===== config.mk =====
export PLATFORM = sky130hd
export DESIGN_NAME = spi_keycode_slave
export DESIGN_NICKNAME = d
export VERILOG_FILES = /design/src/rtl/spi_keycode_slave.sv
export SDC_FILE = /design/constraint.sdc
export NUM_CORES = 1
export LEC_CHECK = 0
export ABC_CLOCK_PERIOD_IN_PS = 3460
export BUFFER_PORTS_ARGS = -buffer_cell sky130_fd_sc_hd__buf_4
export CELL_PAD_IN_SITES_DETAIL_PLACEMENT = 0
export CELL_PAD_IN_SITES_GLOBAL_PLACEMENT = 1
export CORE_MARGIN = 4
export CORE_UTILIZATION = 50
export CTS_BUF_LIST = sky130_fd_sc_hd__clkbuf_4 sky130_fd_sc_hd__clkbuf_8
export DETAILED_ROUTE_END_ITERATION = 8
export PLACE_DENSITY_LB_ADDON = 0.1
export REMOVE_ABC_BUFFERS = 1
export SLEW_MARGIN = 20
export SYNTH_ARGS = -nofsm -noshare
export SYNTH_HDL_FRONTEND = slang
export SYNTH_SLANG_ARGS = --single-unit

===== constraint.sdc =====
create_clock -name Clk -period 3.46 [get_ports Clk]
set_input_delay 0.692 -clock Clk [delete_from_list [all_inputs] [get_ports Clk]]
set_output_delay 0.692 -clock Clk [all_outputs]
set_load 0.05 [all_outputs]

===== src/rtl/spi_keycode_slave.sv =====
// SPI mode-0 keycode injector: 2-byte frames {cmd, data} feed a small keycode FIFO; a status byte is readable over MISO.
// Optional feature macro SPI_KEY_OVF_CNT_EN: saturating dropped-keycode counter, read back with cmd 8'h03.
module spi_keycode_slave #(
    parameter int         DEPTH    = 4,
    parameter logic [7:0] CMD_WR   = 8'h01,
    parameter logic [7:0] CMD_STAT = 8'h02
) (
    input  logic       Clk,
    input  logic       Reset_n,
    input  logic       sclk,
    input  logic       ss_n,
    input  logic       mosi,
    output logic       miso,
    output logic       miso_oe,
    output logic [7:0] keycode,
    output logic       key_valid,
    input  logic       key_ready,
    output logic       ovf,
    output logic [7:0] ovf_count
);
    localparam int PTR_W = (DEPTH > 1) ? $clog2(DEPTH) : 1;

    typedef enum logic [1:0] {IDLE, CMD, DATA, DONE} state_t;

    // Synchronizers carry no reset so a reset cannot fabricate an ss_n edge from stale stage values.
    logic [2:0] sync1_reg, sync2_reg;   // {sclk, ss_n, mosi}
    logic [1:0] prev_reg;               // {sclk, ss_n} one cycle later, for edge detection

    always_ff @(posedge Clk) begin
        sync1_reg <= {sclk, ss_n, mosi};
        sync2_reg <= sync1_reg;
        prev_reg  <= sync2_reg[2:1];
    end

    logic sclk_rise, sclk_fall, ss_rise, ss_fall, ss_s, mosi_s;
    assign sclk_rise = sync2_reg[2] & ~prev_reg[1];
    assign sclk_fall = ~sync2_reg[2] & prev_reg[1];
    assign ss_s      = sync2_reg[1];
    assign ss_rise   = ss_s & ~prev_reg[0];
    assign ss_fall   = ~ss_s & prev_reg[0];
    assign mosi_s    = sync2_reg[0];

    state_t           state_reg;
    logic [2:0]       bit_cnt_reg;
    logic [6:0]       shift_reg;
    logic [7:0]       cmd_reg;
    logic [7:0]       miso_shift_reg;
    logic             miso_reg, miso_oe_reg;
    logic             push_reg, clr_reg;
    logic [7:0]       push_data_reg;
    logic [7:0]       byte_in;
    logic [7:0]       reply_byte;

    logic [7:0]       mem [DEPTH];
    logic [PTR_W-1:0] rd_ptr_reg, wr_ptr_reg;
    logic [3:0]       count_reg;
    logic             ovf_reg;
    logic             pop, accept, drop;

    assign byte_in = {shift_reg, mosi_s};

`ifdef SPI_KEY_OVF_CNT_EN
    localparam logic [7:0] CMD_CNT = 8'h03;
    logic [7:0] ovf_cnt_reg;
`endif

    // Reply for the data byte, snapshotted when the cmd byte completes.
    always_comb begin
        reply_byte = 8'h00;
        if (byte_in == CMD_STAT)
            reply_byte = {ovf_reg, 3'b000, count_reg};
`ifdef SPI_KEY_OVF_CNT_EN
        else if (byte_in == CMD_CNT)
            reply_byte = ovf_cnt_reg;
`endif
    end

    always_ff @(posedge Clk) begin
        if (!Reset_n) begin
            state_reg      <= IDLE;
            bit_cnt_reg    <= 3'd0;
            shift_reg      <= 7'd0;
            cmd_reg        <= 8'h00;
            miso_shift_reg <= 8'h00;
            miso_reg       <= 1'b0;
            miso_oe_reg    <= 1'b0;
            push_reg       <= 1'b0;
            push_data_reg  <= 8'h00;
            clr_reg        <= 1'b0;
        end else begin
            push_reg    <= 1'b0;
            clr_reg     <= 1'b0;
            miso_oe_reg <= ~ss_s;
            if (ss_rise) begin
                state_reg   <= IDLE;
                bit_cnt_reg <= 3'd0;
                miso_reg    <= 1'b0;
            end else begin
                case (state_reg)
                    IDLE: begin
                        if (ss_fall) begin
                            state_reg   <= CMD;
                            bit_cnt_reg <= 3'd0;
                            miso_reg    <= 1'b0;
                        end
                    end
                    CMD: begin
                        if (sclk_rise) begin
                            shift_reg   <= byte_in[6:0];
                            bit_cnt_reg <= bit_cnt_reg + 3'd1;
                            if (bit_cnt_reg == 3'd7) begin
                                cmd_reg        <= byte_in;
                                miso_shift_reg <= reply_byte;
                                state_reg      <= DATA;
                            end
                        end
                    end
                    DATA: begin
                        if (sclk_rise) begin
                            shift_reg   <= byte_in[6:0];
                            bit_cnt_reg <= bit_cnt_reg + 3'd1;
                            if (bit_cnt_reg == 3'd7) begin
                                state_reg <= DONE;
                                if (cmd_reg == CMD_WR) begin
                                    push_reg      <= 1'b1;
                                    push_data_reg <= byte_in;
                                end
                                if (cmd_reg == CMD_STAT)
                                    clr_reg <= 1'b1;
                            end
                        end else if (sclk_fall) begin
                            miso_reg       <= miso_shift_reg[7];
                            miso_shift_reg <= {miso_shift_reg[6:0], 1'b0};
                        end
                    end
                    DONE: begin
                        if (sclk_fall)
                            miso_reg <= 1'b0;
                    end
                    default: state_reg <= IDLE;
                endcase
            end
        end
    end

    function automatic logic [PTR_W-1:0] ptr_inc(input logic [PTR_W-1:0] p);
        return (p == PTR_W'(DEPTH - 1)) ? '0 : p + 1'b1;
    endfunction

    // A pop frees the slot in the same cycle, so a push into a full FIFO is accepted alongside it.
    assign pop    = key_valid & key_ready;
    assign accept = push_reg & ((count_reg != 4'(DEPTH)) | pop);
    assign drop   = push_reg & ~accept;

    always_ff @(posedge Clk) begin
        if (accept)
            mem[wr_ptr_reg] <= push_data_reg;
    end

    always_ff @(posedge Clk) begin
        if (!Reset_n) begin
            rd_ptr_reg <= '0;
            wr_ptr_reg <= '0;
            count_reg  <= 4'd0;
            ovf_reg    <= 1'b0;
        end else begin
            if (pop)
                rd_ptr_reg <= ptr_inc(rd_ptr_reg);
            if (accept)
                wr_ptr_reg <= ptr_inc(wr_ptr_reg);
            case ({accept, pop})
                2'b10:   count_reg <= count_reg + 4'd1;
                2'b01:   count_reg <= count_reg - 4'd1;
                default: count_reg <= count_reg;
            endcase
            if (drop)
                ovf_reg <= 1'b1;
            else if (clr_reg)
                ovf_reg <= 1'b0;
        end
    end

`ifdef SPI_KEY_OVF_CNT_EN
    always_ff @(posedge Clk) begin
        if (!Reset_n)
            ovf_cnt_reg <= 8'h00;
        else if (drop) begin
            if (ovf_cnt_reg != 8'hFF)
                ovf_cnt_reg <= ovf_cnt_reg + 8'h01;
        end else if (clr_reg)
            ovf_cnt_reg <= 8'h00;
    end
    assign ovf_count = ovf_cnt_reg;
`else
    assign ovf_count = 8'h00;
`endif

    assign key_valid = (count_reg != 4'd0);
    assign keycode   = key_valid ? mem[rd_ptr_reg] : 8'h00;
    assign ovf       = ovf_reg;
    assign miso      = miso_reg;
    assign miso_oe   = miso_oe_reg;
endmodule

# Word level (Yosys, flattened, before mapping)
# Memories as Yosys holds them, arrays and structs flattened. A register that Yosys moved wholly into a read port is not among the register bits.
# Index checks and enable logic that the tools add are counted.
# word_totals
ff_bits	57
ramBits	32
in_bits	6
output_inout_bits	20
word_cells	112
n_memories	1
# op_classes
addsub	5
n_eq_ne	21
muxes	32
bitwise_logic	18
n_reduce_logical	18
# memory_table
memory	words	width	rd	rd_ports_with_merged_regs	write_ports	line	rtl
mem	4	8	1	1	1	54	logic [7:0] mem [DEPTH];
# ops
operator	n
$mux 8	6
$mux 2	9
$eq 8x2->1 const B	2
$ne 2x2->1 const B	8
$pmux 8 s2	1
$reduce_and 6->1	2
$eq 2x2->1 const B	5
$mux 1	10
$not 1->1	10
$reduce_and 5->1	2
$eq 8x1->1 const B	1
$pmux 4 s2	1
$reduce_bool 2->1	4
$and 1x1->1	7
$mux 3	2
$pmux 2 s3	1
$pmux 3 s2	1
$reduce_and 3->1	2
$reduce_bool 3->1	2
$reduce_or 5->1	1
$add 2x1->2 const B	2
$add 4x1->4 const B	1
$eq 2x1->1 const B	2
$ne 4x3->1 const B	1
10 further kinds	11

# Depth between registers and ports, before layout
# Gate-level depths: netlist of the first run.
# logic_depth
word_depth	7
depth_mapped	12
mapped_depth_nobuf	11

# Worst setup path after synthesis of the first run
# No wires, ideal clock.
# synth_path
path_kind	flip-flop to flip-flop
startpoint	reg count_reg[1]
endpoint	reg count_reg[2]
setup_ns	0.071
arrival_time_ns	2.391
setup_slack_ns	0.999
path_stages_with_launch	13
n_path_buf	2
period_less_slack_ns	2.461
cell_sequence	dfxtp_1 buf_6 or4_4 buf_6 nand2_4 inv_1 ha_1 xor2_1 ha_1 a21oi_1 xor2_1 or3_1 a21oi_1
# synth_between
elab_chain_cells	6
# synth_rtl
item	line	rtl
start, declared	56	logic [3:0] count_reg;
start signal, assigned	172	2'b10: count_reg <= count_reg + 4'd1;
start signal, assigned	173	2'b01: count_reg <= count_reg - 4'd1;
start signal, assigned	174	default: count_reg <= count_reg;
$reduce_bool 4->1 (*)	198	assign key_valid = (count_reg != 4'd0);
net key_valid	16	output logic key_valid,
$and 1x1->1 (*)	151	assign pop = key_valid & key_ready;
net pop	58	logic pop, accept, drop;
$or 1x1->1	152	assign accept = push_reg & ((count_reg != 4'(DEPTH)) | pop);
$and 1x1->1	152	
$eq 2x1->1 or $eq 2x2->1 (tied branches)	171	case ({accept, pop})
$pmux 4 s2 or $reduce_bool 2->1 (tied branches)	--	
# Mark *: on every way through the listed nets, which the timed path passes. The rest lies on a longest branch.
# A chain may end at the register's enable or synchronous reset.

==> reports/qor.txt, run 1 <==
relative slew slack = 62.9%
Sink Count = 91
post-route cell area = 0.00427 mm2
fin crit share = 77.2%
P per Cell Area = 492 mW/mm2
post-DP HPWL = 4420 um
Routed WL per cell = 14.4 um
vias in the first global route = 2,326
setup_tns = 0 ns
Reg-to-Reg Start = count_reg[1]
Crit. End Element = primary output
CORE AREA = 0.00741 mm2
maximum vdd drop = 0.296 mV
via count = 2,369
Place WS = 0.840 ns
DRT antenna net count = 0
nets@finish = 369
DRC = 0
FILL cells = 643
Largest Register = mem
max FFs per register = 32
CTS tree = built
clk slew on worst S/H paths = 0.08 ns
reg2reg setup slack = 0.93 ns
Hold Fails Final Rpt = 0
Leak = 1.72 nW
largest net degree at the start of global routing = 42
Seq/Total Area, Yosys = 55.3%
layout cells sized above 1 = 15.6%
Largest stage delay, worst path = 0.67 ns
worst r2r dst = count_reg[2]
placed cells = 436
most common cell after layout, fill and taps aside = dfxtp_1
CP max FO = 8
Worst setup SP type = flip-flop
gr ovfl total = 0
Final setup viols = 0
HP Class = flip-flop to flip-flop
Gate Count Post-Synth = 332
# IOs = 26
Chip Height = 96.0 um
highest clock rate = 374 MHz
Tot GR Track Use = 16.3%
status = complete, no violations
Most used DFF post-synth = dfxtp_1
maxcap violations = 0
initial antenna violation count = 0
DRT Wirelength = 6530 um
postcts setup bufs = 0
unrepaired setup endpoints after global routing = no
H-tree levels = 3
Resized cells post-CTS = 0
Slew Viols, Final = 0
die area = 0.00922 mm2
via/cell ratio = 5.24
Clk Latency, worst-skew pair = 0.36 ns
Initial Util = 52.3%
Hold EP = sync2_reg[1]
CTS root buf = clkbuf_8
R2R depth = 10
worst hold path depth = 0
clk buf depth = 2
synthesized cell area = 0.00387 mm2
skew final = 0.00817 ns
critical path arrival = 1.98 ns
Final WS setup = 0.788 ns
fin cells = 452
CP Class = flip-flop to primary output
ANT cells = 0
First-pass DRT Iterations = 4
Cell Rows = 31
Post-synth EDFFs = 32
Port Buffers = 17
Area growth, synth to finish = 10.3%
GPL Wtd Cong = 0.709
library cells used by synthesis = 49
die width = 96.0 um
fraction of registers with async set/reset = 0%
Req. time, crit path = 2.77 ns
Avg Cell Area, Syn = 11.7 um2
first-pass GRT wire length = 11,300 um
#FFs+latches synth = 91
YS warnings = 0
Detailed Route Iter0 Violations = 113
commonest non-fill, non-tap cells in the layout = dfxtp_1, edfxtp_1, nand2_1, mux2i_1
crit path time final = 2.67 ns
min-delay src = sync1_reg[1]
crit path max-delay cell type = dfxtp_1
actual slew at the worst max-slew pin = 0.554 ns
cells along the critical path = mux4_2, and2_2, buf_4
DP Area = 0.00404 mm2
cts bufs inserted = 9
Post-CTS Hold Fix Bufs = 0
synth_stat cells, types with 2 or more instances:
cell	number	area (um2)
and2_1	10	62.6
mux2i_1	23	230
a22oi_1	5	37.5
o21ai_0	14	70.1
nand2_1	29	109
buf_4	9	67.6
dfxtp_1	59	1180
a21boi_0	7	52.6
nor3_1	2	10.0
clkbuf_1	8	30.0
xor2_1	3	26.3
a21oi_1	15	75.1
mux4_2	8	180
inv_1	7	26.3
buf_2	2	10.0
and2_2	5	37.5
or4_1	2	15.0
edfxtp_1	32	961
o31ai_1	7	52.6
buf_6	2	22.5
nor2_1	19	71.3
nand4_1	2	12.5
nand3_1	5	25.0
ha_1	15	188
nand2b_1	2	12.5
or3_1	5	31.3
nor2b_1	13	81.3
final cells by class:
class	instances	area, um2	area share, %
timing repair buffer	19	143	3.34
tap	99	124	2.90
sequential	91	2140	50.1
clock inverter	6	105	2.46
clock buffer	10	131	3.08
multi-input combinational	219	1600	37.4
inverter	8	30.0	0.703
cells by family after synthesis:
family / synth area share (%)
and+or+nand+nor: 16.3
buffers and inverters: 4.14
DFF: 55.3
AOI/OAI and AO/OA: 8.05
other: 0.0968
xor gates and xnor gates: 0.679
adders and majority gates: 4.85
muxes: 10.6
routing by layer:
layer / up-vias / global-route usage [%] / routed length [um]
met5: - / 0 / 0
met4: 0 / 6.75 / 112
li1: 1195 / - / -
met2: 41 / 25.0 / 2960
met1: 1123 / 22.1 / 3180
met3: 10 / 3.75 / 271
stage by stage:
stage / hold WS [ns] / util (%) / total power [mW]
floorplan: 0.310 / - / 1.25
global placement: 0.311 / 54.5 / 1.28
detailed placement: 0.313 / 54.5 / 1.29
CTS: 0.332 / 57.7 / 2.12
global route: 0.344 / 57.7 / 2.19
finish: 0.330 / 57.7 / 2.10
worst max-delay path by stage:
stage,to,slack [ns],cells after the start
floorplan,count_reg[2],1.00,10
global placement,count_reg[2],0.90,12
detailed placement,count_reg[2],0.84,12
CTS,keycode[6],0.72,3
global route,keycode[2],0.60,3
finish,keycode[6],0.79,3
power breakdown:
part           internal (mW)  total (mW)  switching, mW
sequential              1.11        1.12        0.00986
clock                  0.483       0.841          0.357
combinational         0.0506       0.141         0.0901
total                   1.64        2.10          0.457
worst max-delay path, delay by kind of cell (launching register included):
family / cells / cell delay [ns]
buffers and inverters: 1 / 0.18
DFF: 1 / 0.67
muxes: 1 / 0.57
and+or+nand+nor: 1 / 0.20
Power figures use the tool's default switching activity.
==> run 2, diff against run 1 <==
ABC_CLOCK_PERIOD_IN_PS = 2300   (was 3460)
CORE_UTILIZATION = 46   (was 50)
clock period = 2.3 ns   (was 3.46 ns; I/O delays follow)
==> run 2 against run 1 <==
  * Sequential power is 50% higher
  * Clock skew is 0.0030 ns higher
  * Clock-buffer cell count is 1 lower
  * Critical path depth rose by 7
  * Sequential share of layout area down 1.7 points
  * Design area grew 3.7%
  * Wire length up 3.1%
  * Global-route usage decreased by 1.8 points
  * Cell count up 5.1%
  * Critical path type is now flip-flop to flip-flop
  * Critical endpoint is now count_reg[2]
  * Highest routed layer unchanged
==> reports/qor.txt, run 2 (same netlist as run 1, synthesis figures left out) <==
status = complete, no violations
layout cells sized above 1 = 23.0%
gr ovfl total = 0
setup_tns = 0 ns
via/cell ratio = 5.03
# IOs = 26
Slew Viols, Final = 0
Net Switching = 0.748 mW
DP Area = 0.00414 mm2
maxcap violations = 0
vias in the first global route = 2,327
Tot Pwr = 3.02 mW
highest clock rate = 447 MHz
sequential cell area = 0.00215 mm2
cts bufs inserted = 9
Reg-to-Reg Start = count_reg[2]
CTS tree = built
relative slew slack = 62.4%
Req. time, crit path = 2.59 ns
CORE AREA = 0.00822 mm2
Hold Fails Final Rpt = 0
DRT Wirelength = 6730 um
Worst setup SP type = flip-flop
critical path arrival = 2.52 ns
area of the multi-input gates = 0.00164 mm2
min-delay src = mosi
Chip Height = 99.8 um
worst hold path depth = 1
CP Class = flip-flop to flip-flop
GPL Wtd Cong = 0.751
worst r2r dst = count_reg[2]
unrepaired setup endpoints after global routing = yes
Routed WL per cell = 14.2 um
Hold EP = sync1_reg[0]
via count = 2,389
largest net degree at the start of global routing = 40
reg2reg setup slack = 0.06 ns
Tot GR Track Use = 14.5%
most common cell after layout, fill and taps aside = dfxtp_1
DRC = 0
Largest Register = mem
die width = 99.8 um
DRT antenna net count = 0
clk slew on worst S/H paths = 0.10 ns
Final setup viols = 0
initial antenna violation count = 0
CTS root buf = clkbuf_8
actual slew at the worst max-slew pin = 0.563 ns
first-pass GRT wire length = 11,400 um
clk buf depth = 2
fin crit share = 97.2%
Detailed Route Iter0 Violations = 68
nets@finish = 386
CP max FO = 2
H-tree levels = 3
max FFs per register = 32
Crit. End Element = flip-flop
maximum vdd drop = 0.338 mV
Power Internal = 2.27 mW
Port Buffers = 17
post-route cell area = 0.00443 mm2
HP Class = input port to flip-flop
Clock power frac = 37.0%
commonest non-fill, non-tap cells in the layout = dfxtp_1, buf_4, edfxtp_1, nand2_1, mux2i_1
Sw Share = 24.8%
Leak = 1.79 nW
Post-CTS Hold Fix Bufs = 0
P per Cell Area = 681 mW/mm2
R2R depth = 10
Area growth, synth to finish = 14.3%
combinational power share = 7.2%
die area = 0.00995 mm2
Cell Rows = 33
ANT cells = 0
Clk Latency, worst-skew pair = 0.35 ns
post-DP HPWL = 4580 um
FILL cells = 711
Sink Count = 91
Initial Util = 47.1%
sequential power share = 55.8%
crit path time final = 2.24 ns
skew final = 0.0112 ns
First-pass DRT Iterations = 4
## run 2: cell types whose count changed in the layout (fill, tap and decap cells not counted), moves of 2 or more
cell,previous run,this run
clkinv_1,2,0
buf_4,19,35
a21oi_2,0,2
dfxtp_1,59,56
dfxtp_2,0,3
ha_1,15,13
bufinv_16,3,1
inv_6,0,4
a21oi_1,15,13
## run 2: worst max-delay path: stages, from the launching register on
cell	delay [ns]
dfxtp_2	0.33
or4_4	0.55
nand2_4	0.09
inv_4	0.04
ha_4	0.16
xor2_2	0.14
ha_2	0.19
a21oi_2	0.03
xor2_1	0.16
or3_1	0.38
a21oi_2	0.11
## run 2: timing repair
item,4_1_cts,5_1_grt
endpoints found under the setup margin,1,6
cloned,0,0
buffers inserted,0,4
pin swaps,0,8
gates resized for setup,2,13
## run 2: cell type report
| type | instances | area share, % |
|---|---|---|
| clock inverters | 7 | 1.84 |
| repair buffers | 36 | 6.19 |
| multi-input cells | 219 | 37.0 |
| well taps | 105 | 2.97 |
| clock buffers | 9 | 2.80 |
| flip-flops and latches | 91 | 48.5 |
| inverters | 8 | 0.735 |
## run 2: power by group through the flow
stage                     clock network, mW  logic, mW  registers (mW)
final                                  1.12      0.217            1.68
after global routing                   1.21      0.245            1.69
after detailed placement                  0      0.219            1.72
after floorplan                           0      0.160            1.72
after CTS                              1.15      0.220            1.68
after global placement                    0      0.219            1.72
## run 2: how the worst max path moves through the flow
stage	slack, ns	from	cells after the start	to
after CTS	0.007	flip-flop	4	keycode[1]
after global placement	0.05	count_reg[3]	10	count_reg[2]
after global routing	-0.04	count_reg[2]	10	count_reg[2]
after floorplan	-0.16	count_reg[0]	10	count_reg[2]
final	0.06	count_reg[2]	10	count_reg[2]
after detailed placement	0.01	count_reg[3]	10	count_reg[2]
## run 2: metrics by stage
step           utilization (%)  setup slack [ns]  hold slack [ns]  std cells
6_report                  53.9            0.0643            0.207        475
2_1_floorplan                -            -0.155            0.310        318
5_1_grt                   53.9           -0.0363            0.195        475
3_3_place_gp              50.4            0.0524            0.311        455
4_1_cts                   53.0           0.00728            0.191        471
3_5_place_dp              50.4            0.0114            0.316        455
## run 2: metal layers
metal	vias up	track usage (%)	routed length, um
met5	-	0	0
met4	0	6.62	97
met3	9	2.52	185
met2	28	22.7	3100
met1	1116	19.5	3340
li1	1236	-	-
==> run 3, diff against run 2 <==
ABC_CLOCK_PERIOD_IN_PS = 2200   (was 2300)
BUFFER_PORTS_ARGS = -buffer_cell sky130_fd_sc_hd__buf_2   (was -buffer_cell sky130_fd_sc_hd__buf_4)
CORE_UTILIZATION = 50   (was 46)
clock period = 2.2 ns   (was 2.3 ns; I/O delays follow)
==> run 3 against run 2 <==
  * First-iteration DRC count up 24%
  * Sequential cell count unchanged
  * Wire length up 0.22%
  * Combinational power up 5%
  * Non-clock buffer count up 3
  * Via count up 3.1%
  * Critical path type is now flip-flop to primary output
  * Largest cell class unchanged
  * Highest routed layer unchanged
==> reports/qor.txt, run 3 (same netlist as run 1, synthesis figures left out) <==
crit path time final = 2.20 ns
P per Cell Area = 695 mW/mm2
largest net degree at the start of global routing = 22
Crit. End Element = primary output
Clk Latency, worst-skew pair = 0.35 ns
H-tree levels = 3
maximum vdd drop = 0.387 mV
die width = 96.0 um
worst r2r dst = count_reg[2]
Routed WL per cell = 14.3 um
relative slew slack = 65.1%
fin crit share = 99.9%
HP Class = input port to flip-flop
actual slew at the worst max-slew pin = 0.523 ns
critical path endpoint = keycode[5]
cts bufs inserted = 9
unrepaired setup endpoints after global routing = yes
R2R depth = 10
Slew Viols, Final = 0
die area = 0.00922 mm2
ANT cells = 0
Final WS setup = 0.00157 ns
Hold Fails Final Rpt = 0
commonest non-fill, non-tap cells in the layout = dfxtp_1, edfxtp_1, nand2_1, buf_4, mux2i_1
initial antenna violation count = 0
first-pass GRT wire length = 11,900 um
CORE AREA = 0.00741 mm2
Sink Count = 91
skew final = 0.00533 ns
Final setup viols = 0
CP Class = flip-flop to primary output
setup_tns = 0 ns
Leak = 1.80 nW
# IOs = 26
most common cell after layout, fill and taps aside = dfxtp_1
Tot GR Track Use = 16.6%
status = complete, no violations
Post-CTS Hold Fix Bufs = 0
post-DP HPWL = 4620 um
CTS tree = built
GPL Wtd Cong = 0.720
DRT Wirelength = 6740 um
clk slew on worst S/H paths = 0.09 ns
Crit. Startpoint = count_reg[2]
Area growth, synth to finish = 14.6%
Detailed Route Iter0 Violations = 84
critical path arrival = 1.76 ns
CP max FO = 9
Chip Height = 96.0 um
nets@finish = 389
Largest Register = mem
Initial Util = 52.3%
Reg-to-Reg Start = count_reg[2]
FILL cells = 595
highest clock rate = 455 MHz
layout cells sized above 1 = 23.3%
vias in the first global route = 2,434
DRT antenna net count = 0
maxcap violations = 0
DRC = 0
max FFs per register = 32
Port Buffers = 17
gr ovfl total = 0
Worst setup SP type = flip-flop
First-pass DRT Iterations = 6
Req. time, crit path = 1.76 ns
Cell Rows = 31
Place WS = -0.0942 ns
via/cell ratio = 5.22
via count = 2,462
reg2reg setup slack = 0.02 ns
Worst Hold Slack = 0.186 ns
Tot Pwr = 3.09 mW
CTS root buf = clkbuf_8
clk buf depth = 2
-- run 3: cell count changes in the layout (fill, tap and decap cells not counted), sizes merged --
cell | previous run | this run
buf | 36 | 39
clkinv | 1 | 2
clkinvlp | 1 | 3
inv | 12 | 9
-- run 3: final cells by class --
cell class	count	area (um2)	area share, %
timing repair buffer	39	290	6.54
multi-input combinational	219	1660	37.3
tap	99	124	2.79
inverter	8	32.5	0.733
sequential	91	2150	48.3
clock inverter	7	67.6	1.52
clock buffer	9	124	2.79
-- run 3: how the worst min path moves through the flow --
stage / from / end / slack (ns) / depth (start not counted)
after floorplan: sync1_reg[0] / sync2_reg[0] / 0.31 / 0
after global routing: sclk / sync1_reg[2] / 0.17 / 1
after global placement: sync1_reg[0] / sync2_reg[0] / 0.31 / 0
after CTS: sclk / sync1_reg[2] / 0.17 / 1
after detailed placement: sync1_reg[2] / sync2_reg[2] / 0.31 / 0
final: sclk / sync1_reg[2] / 0.19 / 1
-- run 3: routing by layer --
metal	vias to the layer above	share of wire, %	global-route usage [%]
met2	38	49	26.8
met4	0	1.5	5.33
met5	-	0	0
met3	10	3.5	3.75
li1	1241	-	-
met1	1173	46	22.2
-- run 3: timing repair --
item | in CTS | in global routing
endpoints found under the setup margin | 10 | 10
pin swaps | 3 | 9
buffers inserted | 0 | 3
resized for setup | 17 | 12
cloned | 0 | 0
-- run 3: power by group --
part	total (mW)	switching (mW)	internal [mW]
registers	1.76	0.0159	1.74
clock network	1.10	0.578	0.520
logic	0.228	0.145	0.0825
total	3.09	0.739	2.35
-- run 3: worst max-delay path, cell delays in order, from the launching register on --
cell	delay, ns
dfxtp_2	0.33
or4_4	0.55
buf_4	0.18
and2_2	0.16
buf_4	0.18
-- run 3: through the flow --
stage / cell area (um2) / utilization (%) / cells
2_1_floorplan: 3770 / - / 318
3_3_place_gp: 4120 / 55.6 / 453
3_5_place_dp: 4120 / 55.6 / 453
4_1_cts: 4360 / 58.8 / 469
5_1_grt: 4440 / 59.9 / 472
6_report: 4440 / 59.9 / 472
